<file path="src/rtl/hdr_green_merge.sv">
`default_nettype none
// ============================================================================
//  Module      : hdr_green_merge
//  Description : Per-pixel HDR radiance merge, green channel. Accepts
//                1..MAX_EXP exposure samples per pixel, forms a hat-weighted
//                mean of (g(Z) + ln_gain), divides with an 18-cycle
//                restoring divider and emits one 9-bit log radiance value.
//  Ports       :
//      clk           system clock, rising edge
//      rst_n         synchronous reset, active low
//      sample_valid  sample present
//      sample_ready  block can accept a sample (ACCUM only)
//      sample_z      raw 6-bit green code (drives the hat weight)
//      sample_g      8-bit LUT response g(Z)
//      sample_gain   8-bit -ln(exposure time) offset
//      sample_last   final exposure of the pixel
//      rad_valid     result valid, held until rad_ready
//      rad_ready     consumer accepts result
//      rad_data      9-bit merged log radiance
//      err_overrun   sticky: pixel closed at MAX_EXP without sample_last
//  Revision    : 1.0  initial release
// ============================================================================
module hdr_green_merge #(
    parameter int MAX_EXP = 3
) (
    input  logic       clk,
    input  logic       rst_n,
    input  logic       sample_valid,
    output logic       sample_ready,
    input  logic [5:0] sample_z,
    input  logic [7:0] sample_g,
    input  logic [7:0] sample_gain,
    input  logic       sample_last,
    output logic       rad_valid,
    input  logic       rad_ready,
    output logic [8:0] rad_data,
    output logic       err_overrun
);

    localparam logic [3:0] c_LAST_CNT  = 4'(MAX_EXP - 1);
    localparam logic [4:0] c_DIV_STEPS = 5'd18;

    typedef enum logic [1:0] {
        ST_ACCUM  = 2'd0,
        ST_DIVIDE = 2'd1,
        ST_OUTPUT = 2'd2
    } state_t;

    state_t      r_state_q,     w_state_d;
    logic        r_run_q;
    logic [17:0] r_num_q,       w_num_d;
    logic [7:0]  r_den_q,       w_den_d;
    logic [8:0]  r_last_term_q, w_last_term_d;
    logic [3:0]  r_exp_cnt_q,   w_exp_cnt_d;
    logic [17:0] r_quo_q,       w_quo_d;      // dividend shifts out, quotient shifts in
    logic [7:0]  r_rem_q,       w_rem_d;
    logic [7:0]  r_div_q,       w_div_d;
    logic [4:0]  r_cnt_q,       w_cnt_d;
    logic [8:0]  r_rad_data_q,  w_rad_data_d;
    logic        r_err_q,       w_err_d;

    // Per-sample datapath
    logic [4:0]  w_weight;
    logic [8:0]  w_term;
    logic [13:0] w_prod;
    logic [17:0] w_num_acc;
    logic [7:0]  w_den_acc;
    logic        w_accept;
    logic        w_close_cnt;
    logic        w_close;

    // Divider step
    logic [8:0]  w_trial;
    logic        w_qbit;
    logic [7:0]  w_rem_step;

    assign sample_ready = r_run_q && (r_state_q == ST_ACCUM);
    assign rad_valid    = (r_state_q == ST_OUTPUT);
    assign rad_data     = r_rad_data_q;
    assign err_overrun  = r_err_q;

    always_comb begin
        // Hat weight peaks at mid-scale and falls to zero at both rails
        w_weight    = sample_z[5] ? 5'(6'd63 - sample_z) : sample_z[4:0];
        w_term      = {1'b0, sample_g} + {1'b0, sample_gain};
        w_prod      = w_weight * w_term;
        w_num_acc   = r_num_q + {4'b0, w_prod};
        w_den_acc   = r_den_q + {3'b0, w_weight};
        w_accept    = sample_valid && sample_ready;
        w_close_cnt = (r_exp_cnt_q == c_LAST_CNT);
        w_close     = w_accept && (sample_last || w_close_cnt);
    end

    always_comb begin
        w_trial = {r_rem_q, r_quo_q[17]};
        w_qbit  = (w_trial >= {1'b0, r_div_q});
        if (w_qbit) begin
            w_rem_step = 8'(w_trial - {1'b0, r_div_q});
        end else begin
            w_rem_step = w_trial[7:0];
        end
    end

    always_comb begin
        w_state_d     = r_state_q;
        w_num_d       = r_num_q;
        w_den_d       = r_den_q;
        w_last_term_d = r_last_term_q;
        w_exp_cnt_d   = r_exp_cnt_q;
        w_quo_d       = r_quo_q;
        w_rem_d       = r_rem_q;
        w_div_d       = r_div_q;
        w_cnt_d       = r_cnt_q;
        w_rad_data_d  = r_rad_data_q;
        w_err_d       = r_err_q;

        case (r_state_q)
            ST_ACCUM: begin
                if (w_accept) begin
                    w_num_d       = w_num_acc;
                    w_den_d       = w_den_acc;
                    w_last_term_d = w_term;
                    w_exp_cnt_d   = r_exp_cnt_q + 4'd1;
                end
                if (w_close) begin
                    // Adding den/2 turns the truncating divide into round-half-up
                    w_quo_d   = w_num_acc + {11'b0, w_den_acc[7:1]};
                    w_div_d   = w_den_acc;
                    w_rem_d   = 8'd0;
                    w_cnt_d   = 5'd0;
                    w_state_d = ST_DIVIDE;
                    if (w_close_cnt && !sample_last) begin
                        w_err_d = 1'b1;
                    end
                end
            end

            ST_DIVIDE: begin
                if (r_cnt_q != c_DIV_STEPS) begin
                    w_rem_d = w_rem_step;
                    w_quo_d = {r_quo_q[16:0], w_qbit};
                    w_cnt_d = r_cnt_q + 5'd1;
                end else begin
                    // A zero divisor yields garbage; fall back to the last term
                    w_rad_data_d = (r_den_q == 8'd0) ? r_last_term_q : r_quo_q[8:0];
                    w_state_d    = ST_OUTPUT;
                end
            end

            ST_OUTPUT: begin
                if (rad_ready) begin
                    w_num_d     = 18'd0;
                    w_den_d     = 8'd0;
                    w_exp_cnt_d = 4'd0;
                    w_state_d   = ST_ACCUM;
                end
            end

            default: begin
                w_state_d = ST_ACCUM;
            end
        endcase
    end

    always_ff @(posedge clk) begin
        if (!rst_n) begin
            r_state_q     <= ST_ACCUM;
            r_run_q       <= 1'b0;
            r_num_q       <= 18'd0;
            r_den_q       <= 8'd0;
            r_last_term_q <= 9'd0;
            r_exp_cnt_q   <= 4'd0;
            r_quo_q       <= 18'd0;
            r_rem_q       <= 8'd0;
            r_div_q       <= 8'd0;
            r_cnt_q       <= 5'd0;
            r_rad_data_q  <= 9'd0;
            r_err_q       <= 1'b0;
        end else begin
            r_state_q     <= w_state_d;
            r_run_q       <= 1'b1;
            r_num_q       <= w_num_d;
            r_den_q       <= w_den_d;
            r_last_term_q <= w_last_term_d;
            r_exp_cnt_q   <= w_exp_cnt_d;
            r_quo_q       <= w_quo_d;
            r_rem_q       <= w_rem_d;
            r_div_q       <= w_div_d;
            r_cnt_q       <= w_cnt_d;
            r_rad_data_q  <= w_rad_data_d;
            r_err_q       <= w_err_d;
        end
    end

endmodule
`default_nettype wire

</file>
<file path="config.mk">
export PLATFORM = sky130hd
export DESIGN_NAME = hdr_green_merge
export DESIGN_NICKNAME = d
export VERILOG_FILES = /design/src/rtl/hdr_green_merge.sv
export SDC_FILE = /design/constraint.sdc
export NUM_CORES = 1
export LEC_CHECK = 0
export ABC_AREA = 1
export ABC_CLOCK_PERIOD_IN_PS = 4500
export BUFFER_PORTS_ARGS = -buffer_cell sky130_fd_sc_hd__buf_2
export CAP_MARGIN = 20
export CORE_ASPECT_RATIO = 2
export CORE_MARGIN = 2
export CORE_UTILIZATION = 55
export DETAILED_ROUTE_END_ITERATION = 16
export GPL_ROUTABILITY_DRIVEN = 0
export PLACE_DENSITY_LB_ADDON = 0.12
export REMOVE_ABC_BUFFERS = 1
export SLEW_MARGIN = 20
export SYNTH_ARGS = -nofsm -noshare
export SYNTH_HDL_FRONTEND = slang
export SYNTH_SLANG_ARGS = --single-unit
</file>
<file path="constraint.sdc">
create_clock -name clk -period 4.5 [get_ports clk]
set_input_delay 0 -clock clk [delete_from_list [all_inputs] [get_ports clk]]
set_output_delay 0 -clock clk [all_outputs]
set_load 0.02 [all_outputs]
</file>
======== Yosys cells after proc, flatten, opt, wreduce, memory -nomap -nowiden ========
Cells that the tools add are included.
storage, ports and cells
  flip-flop bits (word level) ............. 91
  output and inout port bits .............. 12
  word-level logic and storage cells ...... 75
cells by class
  add/subtract/negate cells ............... 8
  multiply operators ...................... 1
  order comparisons ....................... 1
  equal/unequal tests ..................... 9
  mux-type cells .......................... 26
  bitwise gates (word level) .............. 1
  reductions and logical operators ........ 17
operators with widths
  kind                   count
  $mux W18               4
  $pmux W18 S2           2
  $mux W8                5
  $pmux W8 S2            2
  $add A18 B14 Y18       1
  $add A18 B7 Y18        1
  $mux W5                3
  $mul A5 B9 Y14         1
  $reduce_and A3 Y1      4
  $pmux W5 S2            1
  $add A8 B8 Y9          1
  $ge A9 B8 Y1           1
  $mux W9                1
  $add A8 B5 Y8          1
  $logic_not A8 Y1       1
  $mux W4                2
  $ne A2 B2 Y1 const B   4
  $pmux W4 S2            1
  $sub A8 B8 Y8          1
  $mux W2                3
  $pmux W2 S3            1
  $reduce_and A2 Y1      3
  $add A5 B1 Y5 const B  1
  $ne A5 B5 Y1 const B   1
  13 further kinds       17

======== Longest topological paths before layout ========
  depth in word-level cells ............... 7
  gate-level depth with buffers ........... 31
  gate-level depth less buffers ........... 31

======== Least setup slack after synthesis ========
No wires, ideal clock.
  path kind ............................... input to register
  start ................................... input sample_g[0]
  end ..................................... register r_quo_q[13]
  setup time .............................. 129 ps
  arrival ................................. 4771 ps
  required time ........................... 4371 ps
  path slack .............................. -400 ps
  cell stages on the path ................. 24
  path through ............................ ha_1 -> fa_1 -> a21oi_1 -> o21bai_1 -> xor2_1 -> or2_2 -> fa_1 -> fa_1 -> fa_1 -> inv_1 -> ha_1 -> nand2_1 -> nand3_1 -> xor2_1 -> ha_1 -> nand2_1 -> o21ai_0 -> a21oi_1 -> nor2_4 -> nand2_4 -> nor2_4 -> nand2_1 -> a31oi_1 -> nor2_1
between the ends
  cells in the longest elaborated chain, start to end .. 6
RTL lines
  item                  RTL line  RTL
  from (decl)           31        input logic [7:0] sample_g,
  $add A8 B8 Y9         85        w_term = {1'b0, sample_g} + {1'b0, sample_gain};
  $mul A5 B9 Y14        86        w_prod = w_weight * w_term;
  $add A18 B14 Y18      87        w_num_acc = r_num_q + {4'b0, w_prod};
  $add A18 B7 Y18       127       w_quo_d = w_num_acc + {11'b0, w_den_acc[7:1]};
  $mux W18              125       if (w_close) begin
  $pmux W18 S2          117       case (r_state_q)
  to (signal assigned)  186       r_quo_q <= w_quo_d;
  to (decl)             55        logic [17:0] r_quo_q, w_quo_d;
No other way between the ends. The select of a mux whose other input is x is not followed.
A chain may end at the register's enable or synchronous reset.

======== Worst setup path in the final report ========
  start ................................... input sample_gain[0]
  end ..................................... register r_quo_q[15]
between the ends
  cells in the longest elaborated chain, start to end .. 6
RTL lines
  item              RTL line  RTL
  from (decl)       32        input logic [7:0] sample_gain,
  $add A8 B8 Y9     85
  $mul A5 B9 Y14    86
  $add A18 B14 Y18  87
  $add A18 B7 Y18   127
  $mux W18          125
  $pmux W18 S2      117
No other way between the ends. The select of a mux whose other input is x is not followed.

==> impl_metrics.py <==
metrics = {
    "sta": {
        "finClkSkew_ns": 0.00648,
        "setup_violations": 8,
        "min_period_ns": 4.56,
        "max_freq_mhz": 219,
        "layout_setup_ws_ns": -0.0611,
        "rsz0062_at_grt": "yes",
        "tightest_slew_ns": 1.05,
        "finalHoldViolations": 0,
        "drv_slew": 0,
        "relSlewSlack": 0.295,
        "hold_ws_ns": 0.0847,
        "tns_ns": -0.254,
        "post-route-period-util": 1.01,
    },
    "logic_synthesis": {
        "avgSynthCellArea_um2": 7.08,
        "synthFlopType": "dfxtp_1",
        "async_reset_ff_frac": 0,
        "synth_area_leader_cell": "dfxtp_1",
        "yosysSeqAreaShare": 0.256,
        "ys_warn_count": 0,
        "synth_area_leaders": "dfxtp_1, nand2_1, fa_1",
        "synthCells": 1007,
        "synth_top_area_share": 0.256,
        "synth_edf_count": 0,
        "yosysUniqueCellTypes": 43,
        "ys_ff_latch": 91,
        "syn_area_um2": 7130,
    },
    "drt": {
        "via_count": 7064,
        "dr.pass1.iters": 5,
        "vias_per_cell": 5.48,
        "wl_per_cell_um": 15.5,
        "drtIter0Drc": 375,
        "wl_um": 20000,
        "drc": 0,
        "ant_nets": 0,
    },
    "setup_path": {
        "rr_startpoint": "r_num_q[3]",
        "startpoint_type": "primary input",
        "path_class": "primary input to flip-flop",
        "cp_slowest_cell": "fa_1",
        "cp-end-kind": "flip-flop",
        "crit_fanout": 5,
        "startpoint": "sample_gain[0]",
        "max_stage_delay_ns": 0.57,
        "required_ns": 4.79,
        "arrival_ns": 4.85,
    },
    "global_routing": {
        "grt_pass1_wl_um": 31500,
        "antenna_found_initial": 0,
        "first_global_vias": 6866,
        "grt_usage": 0.281,
        "grt_max_degree": 40,
        "overflow": 0,
    },
    "placement": {
        "hpwl_um": 14100,
        "portBuffers": 38,
    },
    "min_path": {
        "min_path_type": "primary input to flip-flop",
        "worst_hold_startpoint": "rst_n",
    },
    "outcome": {
        "violations": "setup timing",
        "status": "complete, but fails checks",
    },
    "clocking": {
        "cts_tree": "done",
        "cts.sinks": 91,
        "clockBufferDepth": 2,
        "clkTransAtPathRegs_ns": 0.07,
        "cts_buffers": 9,
        "insertion_delay_ns": 0.35,
        "clockRootBuffer": "clkbuf_16",
        "htreeDepth": 3,
    },
    "floorplan": {
        "die_w_um": 84.5,
        "coreArea_um2": 12600,
        "dieArea_um2": 13900,
        "dieHeight_um": 165,
        "num_rows": 58,
        "io_pins": 39,
        "start_util": 0.565,
    },
    "finish": {
        "final_net_count": 1254,
        "drive_gt1_frac": 0.275,
        "area_delta_synth_final_pct": 29.9,
        "num_antenna_cells": 0,
    },
    "job": {
        "cap_violations": 0,
    },
}
-- worst paths after layout --
kind / end / slack (ns) / cells after the start
hold / removal: r_run_q / 0.08 / 1
setup / recovery: r_quo_q[15] / -0.06 / 27
setup reg to reg: r_quo_q[15] / 0.36 / 23
hold reg to reg: r_last_term_q[1] / 0.46 / 2
-- per-stage QoR --
| step | instance area (µm²) | setup slack, ns | utilization | cells |
|---|---|---|---|---|
| floorplan | 7030 | -0.436 | - | 982 |
| global placement | 8000 | -0.689 | 0.634 | 1250 |
| detailed placement | 8000 | -0.783 | 0.634 | 1250 |
| CTS | 8740 | -0.112 | 0.692 | 1279 |
| global route | 9260 | -0.315 | 0.734 | 1289 |
| finish | 9260 | -0.0611 | 0.734 | 1289 |
-- cell usage in the layout (no fill, tap or decap), types with 6 or more instances in the layout --
cell type	count
ha_4	12
nand3_1	32
o211ai_1	16
ha_1	44
buf_6	9
a31oi_1	14
clkbuf_16	9
a21oi_2	21
inv_2	13
o21ai_0	29
fa_1	36
nor2_1	63
nand2_1	198
nand2_4	22
buf_4	94
dfxtp_1	91
nand2_2	37
nor2_2	6
a21oi_1	83
inv_1	156
xor2_1	14
nor2_4	14
nand4_1	6
nor3_1	7
nand3_2	7
buf_2	35
xnor2_1	11
-- cell usage after synthesis (2+ instances only) --
| cell | n |
|---|---|
| nor2_1 | 76 |
| or4_1 | 2 |
| or2_1 | 2 |
| o22ai_1 | 4 |
| nor3_2 | 2 |
| clkinv_1 | 2 |
| o211ai_1 | 16 |
| a31oi_1 | 14 |
| clkbuf_1 | 18 |
| inv_1 | 167 |
| a21oi_1 | 102 |
| o21bai_1 | 2 |
| nand3_1 | 42 |
| nor2_4 | 6 |
| a211oi_1 | 4 |
| inv_2 | 5 |
| a21oi_2 | 4 |
| buf_2 | 5 |
| xnor2_1 | 13 |
| ha_1 | 56 |
| o221ai_1 | 2 |
| nand2_1 | 241 |
| nand4_1 | 6 |
| xor2_1 | 17 |
| dfxtp_1 | 91 |
| nand2_4 | 5 |
| o21ai_0 | 32 |
| fa_1 | 37 |
| nand2_2 | 12 |
| nor3_1 | 7 |
| o21ai_1 | 3 |
-- layer usage --
| layer | up-vias | part of all wire | GRT usage |
|---|---|---|---|
| li1 | 3469 | - | - |
| met1 | 3354 | 0.37 | 0.290 |
| met2 | 187 | 0.57 | 0.564 |
| met3 | 54 | 0.032 | 0.0250 |
| met4 | 0 | 0.026 | 0.115 |
| met5 | - | 0 | 0 |
-- cell families (layout without fill, tap and decap cells) --
kind of cell             after synthesis  count (layout)  synth area share
buffers and inverters                199             331             0.106
AND/OR/NAND/NOR                      409             409             0.253
flip-flops                            91              91             0.256
AO/OA/AOI/OAI                        185             185             0.146
XOR/XNOR                              30              30            0.0369
adder cells (fa/ha/maj)               93              93             0.202
-- final cells by class --
| class | instances | area [µm²] |
|---|---|---|
| multi-input combinational | 717 | 5240 |
| fill | 995 | 3360 |
| clock inverter | 6 | 93.8 |
| tap | 150 | 188 |
| timing repair buffer | 141 | 1020 |
| sequential | 91 | 1820 |
| inverter | 174 | 663 |
| clock buffer | 10 | 239 |
-- critical path, delay by kind of cell --
kind	cells	cell delay (ns)
adder cells (fa/ha/maj)	7	2.57
AND/OR/NAND/NOR	10	1.06
AO/OA/AOI/OAI	5	0.59
XOR/XNOR	2	0.34
buffers and inverters	3	0.27
-- registers in the layout, indices dropped and copies added (netlist names) --
| register | flops |
|---|---|
| r_quo_q | 18 |
| r_exp_cnt_q | 4 |
| r_run_q | 1 |
| rad_data | 9 |
| r_div_q | 8 |
| r_rem_q | 8 |
| err_overrun | 1 |
| r_cnt_q | 5 |
| r_num_q | 18 |
| r_state_q | 2 |
| r_last_term_q | 9 |
| r_den_q | 8 |
-- repair_timing --
action / 4_1_cts / 5_1_grt
hold endpoints to repair: 4 / 0
gates cloned: 0 / 0
resized for setup: 65 / 108
pin swaps: 52 / 101
hold buffers: 2 / 0
setup endpoints to repair: 17 / 23
setup buffers: 12 / 12
Power is left out: the tool's default activity adds up to more than one toggle a clock period on the data nets, which glitch-free logic cannot reach.
